## src/rtl/ram_port_ctrl_if.sv

```systemverilog
// ram_port_ctrl_if
//   Request/response bundle for one port of the dual-port RAM bus.
//   Parameters: ADDR_WIDTH (request address width), BUS_WIDTH (data width).
//   Signals:
//     en, addr, addr_valid, addr_ready, we   address channel and port enable
//     data_in, valid_w, ready_w              write data channel
//     data_out, valid_r, ready_r             read response channel
//   Modports:
//     master  requester side (drives requests, consumes responses)
//     slave   controller side (ram_port_ctrl)
interface ram_port_ctrl_if #(
    parameter int ADDR_WIDTH = 32,
    parameter int BUS_WIDTH  = 64
);
    logic                  en;
    logic [ADDR_WIDTH-1:0] addr;
    logic                  addr_valid;
    logic                  addr_ready;
    logic                  we;
    logic [BUS_WIDTH-1:0]  data_in;
    logic                  valid_w;
    logic                  ready_w;
    logic [BUS_WIDTH-1:0]  data_out;
    logic                  valid_r;
    logic                  ready_r;

    modport master (
        output en, addr, addr_valid, we, data_in, valid_w, ready_r,
        input  addr_ready, ready_w, data_out, valid_r
    );

    modport slave (
        input  en, addr, addr_valid, we, data_in, valid_w, ready_r,
        output addr_ready, ready_w, data_out, valid_r
    );
endinterface

```

## src/rtl/ram_port_ctrl.sv

```systemverilog
// ram_port_ctrl
//   Per-port handshake engine for the dual-port RAM. Turns one address/write/read
//   valid-ready transaction into a single-cycle access on one port of the raw
//   synchronous array, flags out-of-range addresses and buffers the read response
//   until the consumer takes it. One transaction is outstanding at a time.
//   Ports:
//     aclk, aresetn   clock (rising edge) and asynchronous active-low reset
//     bus             ram_port_ctrl_if.slave request/response channels
//     mem_en, mem_we  array port enable / write enable
//     mem_addr        array word address
//     mem_wdata       array write data
//     mem_rdata       array read data, valid the cycle after a read enable
//     oor_cnt         saturating count of out-of-range transactions
//     busy            high whenever a transaction is in flight
module ram_port_ctrl #(
    parameter int ADDR_WIDTH = 32,
    parameter int BUS_WIDTH  = 64,
    parameter int MEM_DEPTH  = 1024
) (
    input  logic                          aclk,
    input  logic                          aresetn,
    ram_port_ctrl_if.slave                bus,
    output logic                          mem_en,
    output logic                          mem_we,
    output logic [$clog2(MEM_DEPTH)-1:0]  mem_addr,
    output logic [BUS_WIDTH-1:0]          mem_wdata,
    input  logic [BUS_WIDTH-1:0]          mem_rdata,
    output logic [15:0]                   oor_cnt,
    output logic                          busy
);

    localparam int MEM_AW = $clog2(MEM_DEPTH);
    // One extra bit so a depth equal to 2**ADDR_WIDTH still compares correctly.
    localparam logic [ADDR_WIDTH:0] DEPTH_LIMIT = (ADDR_WIDTH+1)'(MEM_DEPTH);

    typedef enum logic [2:0] {
        IDLE  = 3'd0,
        WDATA = 3'd1,
        WR    = 3'd2,
        RD    = 3'd3,
        RCAP  = 3'd4,
        RESP  = 3'd5
    } state_t;

    state_t               state;
    state_t               state_next;
    logic                 rst_done;
    logic [MEM_AW-1:0]    addr_q;
    logic                 we_q;
    logic                 oor_q;
    logic [BUS_WIDTH-1:0] wdata_q;
    logic [BUS_WIDTH-1:0] rdata_q;
    logic [15:0]          oor_cnt_q;

    logic                 addr_ready_c;
    logic                 ready_w_c;
    logic                 valid_r_c;
    logic                 addr_hs;
    logic                 wdata_hs;
    logic                 addr_oor;

    assign addr_hs  = addr_ready_c && bus.addr_valid;
    assign wdata_hs = ready_w_c && bus.valid_w;
    assign addr_oor = {1'b0, bus.addr} >= DEPTH_LIMIT;

    // State register. rst_done keeps addr_ready low until the first edge after
    // reset release, so every output reads 0 while reset is held.
    always_ff @(posedge aclk or negedge aresetn) begin
        if (!aresetn) begin
            state    <= IDLE;
            rst_done <= 1'b0;
        end else begin
            state    <= state_next;
            rst_done <= 1'b1;
        end
    end

    always_comb begin
        state_next = state;
        case (state)
            IDLE:    if (addr_hs) state_next = bus.we ? WDATA : RD;
            WDATA:   if (wdata_hs) state_next = WR;
            WR:      state_next = IDLE;
            RD:      state_next = RCAP;
            RCAP:    state_next = RESP;
            RESP:    if (bus.ready_r) state_next = IDLE;
            default: state_next = IDLE;
        endcase
    end

    // Array strobes come straight from the registered state so they cannot glitch.
    always_comb begin
        addr_ready_c = 1'b0;
        ready_w_c    = 1'b0;
        valid_r_c    = 1'b0;
        mem_en       = 1'b0;
        mem_we       = 1'b0;
        case (state)
            IDLE:    addr_ready_c = bus.en && rst_done;
            WDATA:   ready_w_c    = 1'b1;
            WR: begin
                mem_en = !oor_q;
                mem_we = !oor_q && we_q;
            end
            RD:      mem_en       = !oor_q;
            RESP:    valid_r_c    = 1'b1;
            default: ;
        endcase
    end

    // Transaction latches, read capture and the saturating out-of-range counter.
    always_ff @(posedge aclk or negedge aresetn) begin
        if (!aresetn) begin
            addr_q    <= '0;
            we_q      <= 1'b0;
            oor_q     <= 1'b0;
            wdata_q   <= '0;
            rdata_q   <= '0;
            oor_cnt_q <= '0;
        end else begin
            if (addr_hs) begin
                addr_q <= bus.addr[MEM_AW-1:0];
                we_q   <= bus.we;
                oor_q  <= addr_oor;
            end
            if (wdata_hs) begin
                wdata_q <= bus.data_in;
            end
            if (state == RCAP) begin
                rdata_q <= oor_q ? '0 : mem_rdata;
            end
            if ((state == WR || state == RD) && oor_q && oor_cnt_q != 16'hFFFF) begin
                oor_cnt_q <= oor_cnt_q + 16'd1;
            end
        end
    end

    assign bus.addr_ready = addr_ready_c;
    assign bus.ready_w    = ready_w_c;
    assign bus.valid_r    = valid_r_c;
    assign bus.data_out   = rdata_q;
    assign mem_addr       = addr_q;
    assign mem_wdata      = wdata_q;
    assign oor_cnt        = oor_cnt_q;
    assign busy           = (state != IDLE);

endmodule
```

## src/flat_wrapper.sv

```systemverilog
// flat-port wrapper written by rule: the top's interface ports become plain ports
module ram_port_ctrl_flat 
#(
    parameter int ADDR_WIDTH = 32,
    parameter int BUS_WIDTH  = 64,
    parameter int MEM_DEPTH  = 1024
)
  (aclk, aresetn, mem_en, mem_we, mem_addr, mem_wdata, mem_rdata, oor_cnt, busy, bus_en, bus_addr, bus_addr_valid, bus_we, bus_data_in, bus_valid_w, bus_ready_r, bus_addr_ready, bus_ready_w, bus_data_out, bus_valid_r);
  ram_port_ctrl_if #(.ADDR_WIDTH(ADDR_WIDTH), .BUS_WIDTH(BUS_WIDTH)) bus_i ();
  input  logic aclk;
  input  logic aresetn;
  output logic mem_en;
  output logic mem_we;
  output logic [$clog2(MEM_DEPTH)-1:0] mem_addr;
  output logic [BUS_WIDTH-1:0] mem_wdata;
  input  logic [BUS_WIDTH-1:0] mem_rdata;
  output logic [15:0] oor_cnt;
  output logic busy;
  input wire logic [$bits(bus_i.en)-1:0] bus_en;
  input wire logic [$bits(bus_i.addr)-1:0] bus_addr;
  input wire logic [$bits(bus_i.addr_valid)-1:0] bus_addr_valid;
  input wire logic [$bits(bus_i.we)-1:0] bus_we;
  input wire logic [$bits(bus_i.data_in)-1:0] bus_data_in;
  input wire logic [$bits(bus_i.valid_w)-1:0] bus_valid_w;
  input wire logic [$bits(bus_i.ready_r)-1:0] bus_ready_r;
  output wire logic [$bits(bus_i.addr_ready)-1:0] bus_addr_ready;
  output wire logic [$bits(bus_i.ready_w)-1:0] bus_ready_w;
  output wire logic [$bits(bus_i.data_out)-1:0] bus_data_out;
  output wire logic [$bits(bus_i.valid_r)-1:0] bus_valid_r;
  assign bus_i.en = bus_en;
  assign bus_i.addr = bus_addr;
  assign bus_i.addr_valid = bus_addr_valid;
  assign bus_i.we = bus_we;
  assign bus_i.data_in = bus_data_in;
  assign bus_i.valid_w = bus_valid_w;
  assign bus_i.ready_r = bus_ready_r;
  assign bus_addr_ready = bus_i.addr_ready;
  assign bus_ready_w = bus_i.ready_w;
  assign bus_data_out = bus_i.data_out;
  assign bus_valid_r = bus_i.valid_r;
  ram_port_ctrl #(.ADDR_WIDTH(ADDR_WIDTH), .BUS_WIDTH(BUS_WIDTH), .MEM_DEPTH(MEM_DEPTH)) u_core (.aclk(aclk), .aresetn(aresetn), .bus(bus_i), .mem_en(mem_en), .mem_we(mem_we), .mem_addr(mem_addr), .mem_wdata(mem_wdata), .mem_rdata(mem_rdata), .oor_cnt(oor_cnt), .busy(busy));
endmodule
```

## config.mk

```make
export PLATFORM = sky130hd
export DESIGN_NAME = ram_port_ctrl_flat
export DESIGN_NICKNAME = d
export VERILOG_FILES = /design/src/rtl/ram_port_ctrl_if.sv /design/src/rtl/ram_port_ctrl.sv /design/src/flat_wrapper.sv
export SDC_FILE = /design/constraint.sdc
export NUM_CORES = 1
export LEC_CHECK = 0
export BUFFER_PORTS_ARGS = -buffer_cell sky130_fd_sc_hd__buf_2
export CORE_MARGIN = 4
export CORE_UTILIZATION = 30
export DETAILED_ROUTE_END_ITERATION = 7
export SETUP_SLACK_MARGIN = 0.2
export SYNTH_ARGS = -nofsm -noshare
export SYNTH_HDL_FRONTEND = slang
export SYNTH_SLANG_ARGS = --single-unit
```

## constraint.sdc

```tcl
create_clock -name aclk -period 3.3 [get_ports aclk]
set_clock_uncertainty 0.1 [all_clocks]
set_input_delay 0.66 -clock aclk [delete_from_list [all_inputs] [get_ports aclk]]
set_output_delay 0.66 -clock aclk [all_outputs]
set_load 0.005 [all_outputs]
```

# == After elaboration in Yosys (flattened, before gate mapping) ==
# Cells that the tools add are included.
# totals
register_bits,160
input_bits,167
output_inout_bits,160
wordCells,42
# op_classes
addsub,1
magnitude_cmp,1
eq_ne,9
muxes,11
n_reduce_logical,12
# op_table
op,count
$mux W64,1
$ge A32 B11 Y1 const B,1
$add A16 B1 Y16 const B,1
$ne A16 B16 Y1 const B,1
$pmux W3 S5,1
$mux W3,3
$eq A3 B2 Y1 const B,2
$eq A3 B3 Y1 const B,2
$logic_and A1 B1 Y1,6
$mux W1,5
$ne A2 B1 Y1 const B,2
$eq A3 B1 Y1 const B,1
$logic_not A3 Y1,1
$reduce_and A3 Y1,1
$reduce_bool A3 Y1,1
$mux W2,1
$ne A2 B2 Y1 const B,1
$reduce_or A2 Y1,1
$logic_not A1 Y1,1
$logic_or A1 B1 Y1,1

# == Logic depth before layout (Yosys ltp) ==
# Gate-level depths: netlist of the first run.
# logic_depth
depth_word,5
mapped_depth,8
ltp_nobuf,5

# == Worst setup path before layout of the first run ==
# OpenSTA, ideal clock, no wires.
# synth_path
kind,input to register
start,in bus_valid_w
end,"reg u_core.wdata_q[0], in the netlist u_core.mem_wdata[0]"
setup_ns,0.125
arrival_ns,1.595
required_time_ns,3.075
slack_ns,1.480
path_stages,4
path_cell_list,nand2_1 > nor3_4 > buf_4 > mux2_2
# synth_between
elab_chain_len,1
# synth_lines
element,line_no,text
start: declaration,flat_wrapper.sv:24,input wire logic [$bits(bus_i.valid_w)-1:0] bus_valid_w;
$logic_and A1 B1 Y1,ram_port_ctrl.sv:63,assign wdata_hs = ready_w_c && bus.valid_w;
end signal: assignment,ram_port_ctrl.sv:127,wdata_q <= bus.data_in;
end: declaration,ram_port_ctrl.sv:51,logic [BUS_WIDTH-1:0] wdata_q;
# Every way passes these cells.
# A chain may end at the register's enable or synchronous reset.

# == Worst setup path after layout of the first run ==
# layout_path
start,reg u_core.state[2]
end,out bus_valid_r
# layout_between
elab_chain_len,2
# layout_lines
element,line_no,text
start: declaration,ram_port_ctrl.sv:45,state_t state;
start signal: assignment,ram_port_ctrl.sv:73,state <= state_next;
$eq A3 B3 Y1,ram_port_ctrl.sv:98,case (state)
$mux W1,ram_port_ctrl.sv:98,
end: declaration,flat_wrapper.sv:29,output wire logic [$bits(bus_i.valid_r)-1:0] bus_valid_r;
# Every way passes these cells.

==> results.ini, run 1 <==
[sta]
timing.final.max_slew_violations=0
worst_slew_pin_slew_ns=0.8333
period_minus_slack_ns=2.368
hold_slack_ns=0.1885
finalHoldViolCount=0
period_share_pct=71.75
slew_headroom_pct=44.45
setup_viol=0
fmax_mhz=422.3
finalSetupTns_ns=0
rsz0062_at_grt=no

[synth]
synth.top_cells.by_area=dfrtp_1 (61%), mux2_2 (12%), nand2b_1 (6.3%)
synth_area_per_cell_um2=12.04
netlist_instances=545
synthFlopType=dfrtp_1
synth_nets=713
proportion_of_synthesized_chip_area_in_sequential_cells_pct=61.02
post_synth_instance_area_um2=6561
largest_area_contributor_in_the_netlist=dfrtp_1
number_of_distinct_library_cells_after_synthesis=39
synth_async_sr_flop_share_pct=100.0
synth-edff-count=0
yosysTopAreaCellShare_pct=61.02
ys_seq_elements=160
synth_warnings=0

[run]
max_cap_violations=0

[placement]
dp_hpwl_um=12940
gp_congestion=0.7773
io_buffer_count=326

[die]
die-area_um2=24300
chipWidth_um=155.9
fp-row-count=53
core_area_um2=21290
floorplan.initialDensity_pct=30.82
die_height_um=155.9
design.portCount=327

[grt]
grt_pass1_vias=5099
number_of_antenna_violations_at_the_first_check_in_global_routing=4
grt_overflow=0
grt_pass1_wl_um=27120
grtUsageTotal_pct=14.05
grt_max_degree=89

[critical_path]
regToRegSetupSlack_ns=1.27
reg2regPathDepth=5
criticalPathCategory=flip-flop to primary output
worst_ep_required_time_ns=2.54
critPathCaptureType=primary output
timing.critical_path.fanout_max=11
timing.rr.start=u_core.state[2]
critical_path.reg2reg.endpoint=u_core.bus.data_out[47]
critical_path.startpoint_type=flip-flop
crit_arrival_ns=1.61

[cts]
cts_setup_buffers=0
cts.htree.levels=4
postCtsHoldBufs=0
clockBufferDepth=2
clkTransAtPathRegs_ns=0.07
post_cts_resize_count=0
inserted_clock_buffers=17
tritoncts=yes
clock_insertion_delay_worst_skew_ns=0.42
numClockSinks=160
clock-root-buffer=clkbuf_16

[finish]
filler_cells_inserted=2062
final_layout_size_suffix_gt1_share_pct=50.68
nNetsFinal=1032
area_growth_pct=38.12

[hold_path]
hold_class=primary input to async pin

[power_and_ir_drop]
powerDensity_nw_per_um2=864.4
power.ir.vdd_worst_mv=0.3219
p_leak_nw=4.599

[status]
status=complete, no violations

[route]
vias=5070
antenna_left=0
detailedRoute.firstPassIterationCount=4
1st_iter_drt_viols=245
drt_drc_violations_left=0
avgViaCountPerCell=4.397
routed_wire_length_per_instance_um=15.19
routed_wl_um=17510

state kept, by name, indices dropped and copies added, names as in the netlist:
name / flops
u_core.we_q: 1
u_core.bus.data_out: 64
u_core.mem_addr: 10
u_core.state: 3
u_core.oor_q: 1
u_core.rst_done: 1
u_core.mem_wdata: 64
u_core.oor_cnt: 16
through the flow:
step / area, um^2 / setup WS (ns) / power (mW) / utilization (%) / std cells
2_1_floorplan: 6561 / 1.480 / 4.703 / - / 545
3_3_place_gp: 8488 / 1.276 / 5.968 / 39.88 / 1120
3_5_place_dp: 8488 / 1.242 / 6.041 / 39.88 / 1120
4_1_cts: 9057 / 0.8959 / 8.000 / 42.55 / 1151
5_1_grt: 9062 / 0.8044 / 8.451 / 42.57 / 1153
6_report: 9062 / 0.9322 / 7.834 / 42.57 / 1153
cell type report:
class | count | area, um^2 | area share (%)
diodes | 2 | 5.005 | 0.05523
clock buffers | 19 | 442.9 | 4.887
clock inverters | 12 | 126.4 | 1.394
inverters | 1 | 3.754 | 0.04142
multi-input cells | 351 | 2407 | 26.56
flip-flops and latches | 160 | 4005 | 44.19
well taps | 275 | 344.1 | 3.797
repair buffers | 333 | 1728 | 19.07
cell usage after synthesis (all sizes together), types with 5 or more instances:
cell type / n
nand3: 5
clkbuf: 17
nor3: 8
nand2b: 66
nand4: 5
nand2: 75
nor4: 9
o21ai: 66
dfrtp: 160
nor2: 5
buf: 16
xor2: 14
mux2: 76
power breakdown:
group | total [mW] | internal, mW | switching, mW
clock | 1.92 | 1.07 | 0.844
sequential | 3.24 | 2.79 | 0.455
combinational | 2.67 | 1.44 | 1.24
total | 7.83 | 5.30 | 2.53
critical path, stage by stage, from the launching register on:
cell	delay [ns]
dfrtp_1	0.57
nor2b_1	0.34
and2_1	0.18
buf_2	0.11
cell families after synthesis:
| family | count (synthesis) | synth area share (%) |
|---|---|---|
| buffers and inverters | 34 | 2.498 |
| xor gates and xnor gates | 15 | 2.002 |
| and+or+nand+nor | 188 | 15.64 |
| muxes | 76 | 13.04 |
| DFF | 160 | 61.02 |
| other | 1 | 0.05715 |
| adders and majority gates | 1 | 0.1907 |
| AOI/OAI and AO/OA | 70 | 5.549 |
worst max-delay path by stage:
stage | from | end | depth (start not counted)
2_1_floorplan | bus_valid_w | u_core.mem_wdata[0] | 4
3_3_place_gp | u_core.state[2] | u_core.bus.data_out[39] | 5
3_5_place_dp | u_core.state[2] | u_core.bus.data_out[47] | 5
4_1_cts | u_core.state[2] | bus_valid_r | 3
5_1_grt | u_core.state[2] | mem_we | 3
6_report | u_core.state[2] | bus_valid_r | 3
cell usage in the layout (no fill, tap or decap), types with 5 or more instances in the layout:
master / n
dfrtp_1: 159
buf_2: 325
nand3_1: 5
nand2_1: 75
mux2_2: 72
clkbuf_16: 17
nor4_1: 7
xor2_1: 14
nor2_1: 5
o21ai_0: 65
nor3_1: 6
nand2b_1: 65
per-layer routing:
| layer | vias up | global-route usage (%) | routed length (um) |
|---|---|---|---|
| li1 | 2497 | - | - |
| met1 | 2324 | 16.96 | 7098 |
| met2 | 222 | 23.18 | 8389 |
| met3 | 23 | 5.298 | 1701 |
| met4 | 4 | 4.752 | 301 |
| met5 | - | 0 | 21 |
Power figures use the tool's default switching activity.
==> run 2, diff against run 1 <==
clock period = 2.5 ns   (was 3.3 ns; I/O delays follow)
==> run 2 against run 1 <==
Cell count grew 0.52%. Die area unchanged. Clock-buffer cell count is the same. Clock power is 33% higher. Critical endpoint is now mem_we. Largest power group unchanged.
==> results.ini, run 2 (synthesized netlist as in run 1, its figures left out) <==
[status]
status=complete, no violations  ; unchanged

[finish]
most-common-layout-cells=buf_2 (325), dfrtp_1 (158), nand2_1 (75)  ; was buf_2 (325), dfrtp_1 (159), nand2_1 (75)
final_layout_size_suffix_gt1_share_pct=50.85  ; was 50.68%
nNetsFinal=1036  ; was 1032
layoutNonFillerInstCount=1159  ; was 1153
filler_cells_inserted=2049  ; was 2062
finalInstanceArea_um2=9144  ; was 9062 um^2
final_util_pct=42.96  ; was 42.57%
area_growth_pct=39.36  ; was 38.12%
layout.cells.most_common=buf_2  ; unchanged

[route]
avgViaCountPerCell=4.348  ; was 4.397
drt_drc_violations_left=0  ; unchanged
1st_iter_drt_viols=162  ; was 245
routed_wl_um=17680  ; was 17510 um
routed_wire_length_per_instance_um=15.25  ; was 15.19 um
antenna_left=0  ; unchanged
detailedRoute.firstPassIterationCount=4  ; unchanged
vias=5039  ; was 5070

[sta]
finalSetupTns_ns=0  ; unchanged
slew_headroom_pct=50.42  ; was 44.45%
hold_slack_ns=0.2086  ; was 0.1885 ns
timing.final.max_slew_violations=0  ; unchanged
finalHoldViolCount=0  ; unchanged
setup_viol=0  ; unchanged
finalWorstSetupSlack_ns=0.2956  ; was 0.9322 ns
period_share_pct=88.17
period_minus_slack_ns=2.204
worst_slew_pin_slew_ns=0.7406  ; was 0.8333 ns
rsz0062_at_grt=no  ; unchanged
fmax_mhz=453.6

[critical_path]
crit_arrival_ns=1.60  ; was 1.61 ns
worstPathCellList=nand2b_1 > nor4b_1 > buf_2  ; was nor2b_1 > and2_1 > buf_2
timing.rr.start=u_core.oor_cnt[0]  ; was u_core.state[2]
critical_path.slowest_cell=dfrtp_2  ; was dfrtp_1
critical_path.startpoint_type=flip-flop  ; unchanged
criticalPathCategory=flip-flop to primary output  ; unchanged
critPathLaunch=u_core.state[2]  ; unchanged
timing.critical_path.fanout_max=11  ; unchanged
critPathCaptureType=primary output  ; unchanged
worst_ep_required_time_ns=1.90  ; was 2.54 ns
critPathMaxStageDelay_ns=0.48  ; was 0.57 ns
kind_of_cell_adding_the_most_delay_to_the_critical_path=simple AND/OR/NAND/NOR gates  ; was flip-flops
worst-path-buf-inv=1  ; unchanged

[placement]
dp_hpwl_um=13110  ; was 12940 um
dp_cells=1123  ; was 1120
io_buffer_count=326  ; unchanged
pre_cts_ws_ns=0.004159  ; was 1.242 ns
dpl-instance-area_um2=8536  ; was 8488 um^2
gp_congestion=0.7551  ; was 0.7773

[power_and_ir_drop]
power_frac_clock_pct=24.6  ; was 24.5%
p_leak_nw=4.662  ; was 4.599 nW
power.sequential.fraction_pct=40.9  ; was 41.4%
powerDensity_nw_per_um2=1137  ; was 864.4 nW/um^2
power_switching_share_pct=32.44  ; was 32.35%
combPwrFrac_pct=34.5  ; was 34.1%
power.total_mw=10.39  ; was 7.834 mW
power.ir.vdd_worst_mv=0.3686  ; was 0.3219 mV
p_switching_mw=3.372  ; was 2.534 mW
power.internal_mw=7.021  ; was 5.300 mW

[die]
die-area_um2=24300  ; unchanged
floorplan.initialDensity_pct=30.82  ; unchanged
core_area_um2=21290  ; unchanged
fp-row-count=53  ; unchanged
chipWidth_um=155.9  ; unchanged
die_height_um=155.9  ; unchanged
design.portCount=327  ; unchanged

[grt]
grt_pass1_wl_um=27240  ; was 27120 um
grt_pass1_vias=5096  ; was 5099
grtUsageTotal_pct=14.18  ; was 14.05%
grt_overflow=0  ; unchanged
grt_max_degree=91  ; was 89
number_of_antenna_violations_at_the_first_check_in_global_routing=4  ; unchanged

[cts]
cts.htree.levels=4  ; unchanged
clockBufferDepth=2  ; unchanged
clkTransAtPathRegs_ns=0.06  ; was 0.07 ns
tritoncts=yes  ; unchanged
numClockSinks=160  ; unchanged
clock_insertion_delay_worst_skew_ns=0.41  ; was 0.42 ns
cts_setup_buffers=0  ; unchanged
inserted_clock_buffers=17  ; unchanged
clock-root-buffer=clkbuf_16  ; unchanged

[run]
max_cap_violations=0  ; unchanged

[hold_path]
hold_start=bus_data_in[6]
hold_class=primary input to flip-flop  ; was primary input to async pin

run 2: routing by layer:
metal | part of all wire [%] | routed length [um] | GRT usage (%)
met1 | 40 | 7091 | 16.85
met4 | 1.2 | 206 | 3.835
met5 | 0.074 | 13 | 0
met2 | 48 | 8550 | 23.86
met3 | 10 | 1813 | 5.770
run 2: worst register-to-register path, stage by stage, from the launching register on:
cell and delay [ns]:
dfrtp_1 0.40, ha_1 0.19, and4_1 0.26, nor4b_4 0.64, nor2_1 0.15, mux2_2 0.30
run 2: worst paths after layout:
check	endpoint	slack (ns)	cells after the start
max	mem_we	0.30	3
min reg2reg	u_core.bus.data_out[20]	0.37	2
max in group asynchronous	u_core.bus.data_out[27]	1.10	3
max reg2reg	u_core.oor_cnt[1]	0.34	5
min in group asynchronous	u_core.mem_wdata[38]	0.54	2
min	u_core.mem_wdata[6]	0.21	2
run 2: repair_timing:
| action | 4_1_cts | 5_1_grt |
|---|---|---|
| resized for setup | 2 | 0 |
| endpoints found under the setup margin | 13 | 0 |
| endpoints found under the hold margin | 53 | 0 |
| hold buffers | 1 | 0 |
run 2: power groups by stage:
stage	registers (mW)	logic [mW]	clock network, mW
CTS	4.27	3.70	2.68
finish	4.25	3.58	2.56
global placement	4.27	3.64	0
detailed placement	4.30	3.71	0
global route	4.40	4.04	2.77
floorplan	4.33	1.87	0
run 2: area by class of cell:
cell class / count / area (um^2) / share of cell area, %
Sequential cell: 160 / 4006 / 43.81
Multi-Input combinational cell: 351 / 2416 / 26.42
Timing Repair Buffer: 337 / 1785 / 19.53
Clock buffer: 19 / 432.9 / 4.735
Tap cell: 275 / 344.1 / 3.763
Clock inverter: 13 / 147.6 / 1.615
Antenna cell: 3 / 7.507 / 0.08210
Inverter: 1 / 3.754 / 0.04105
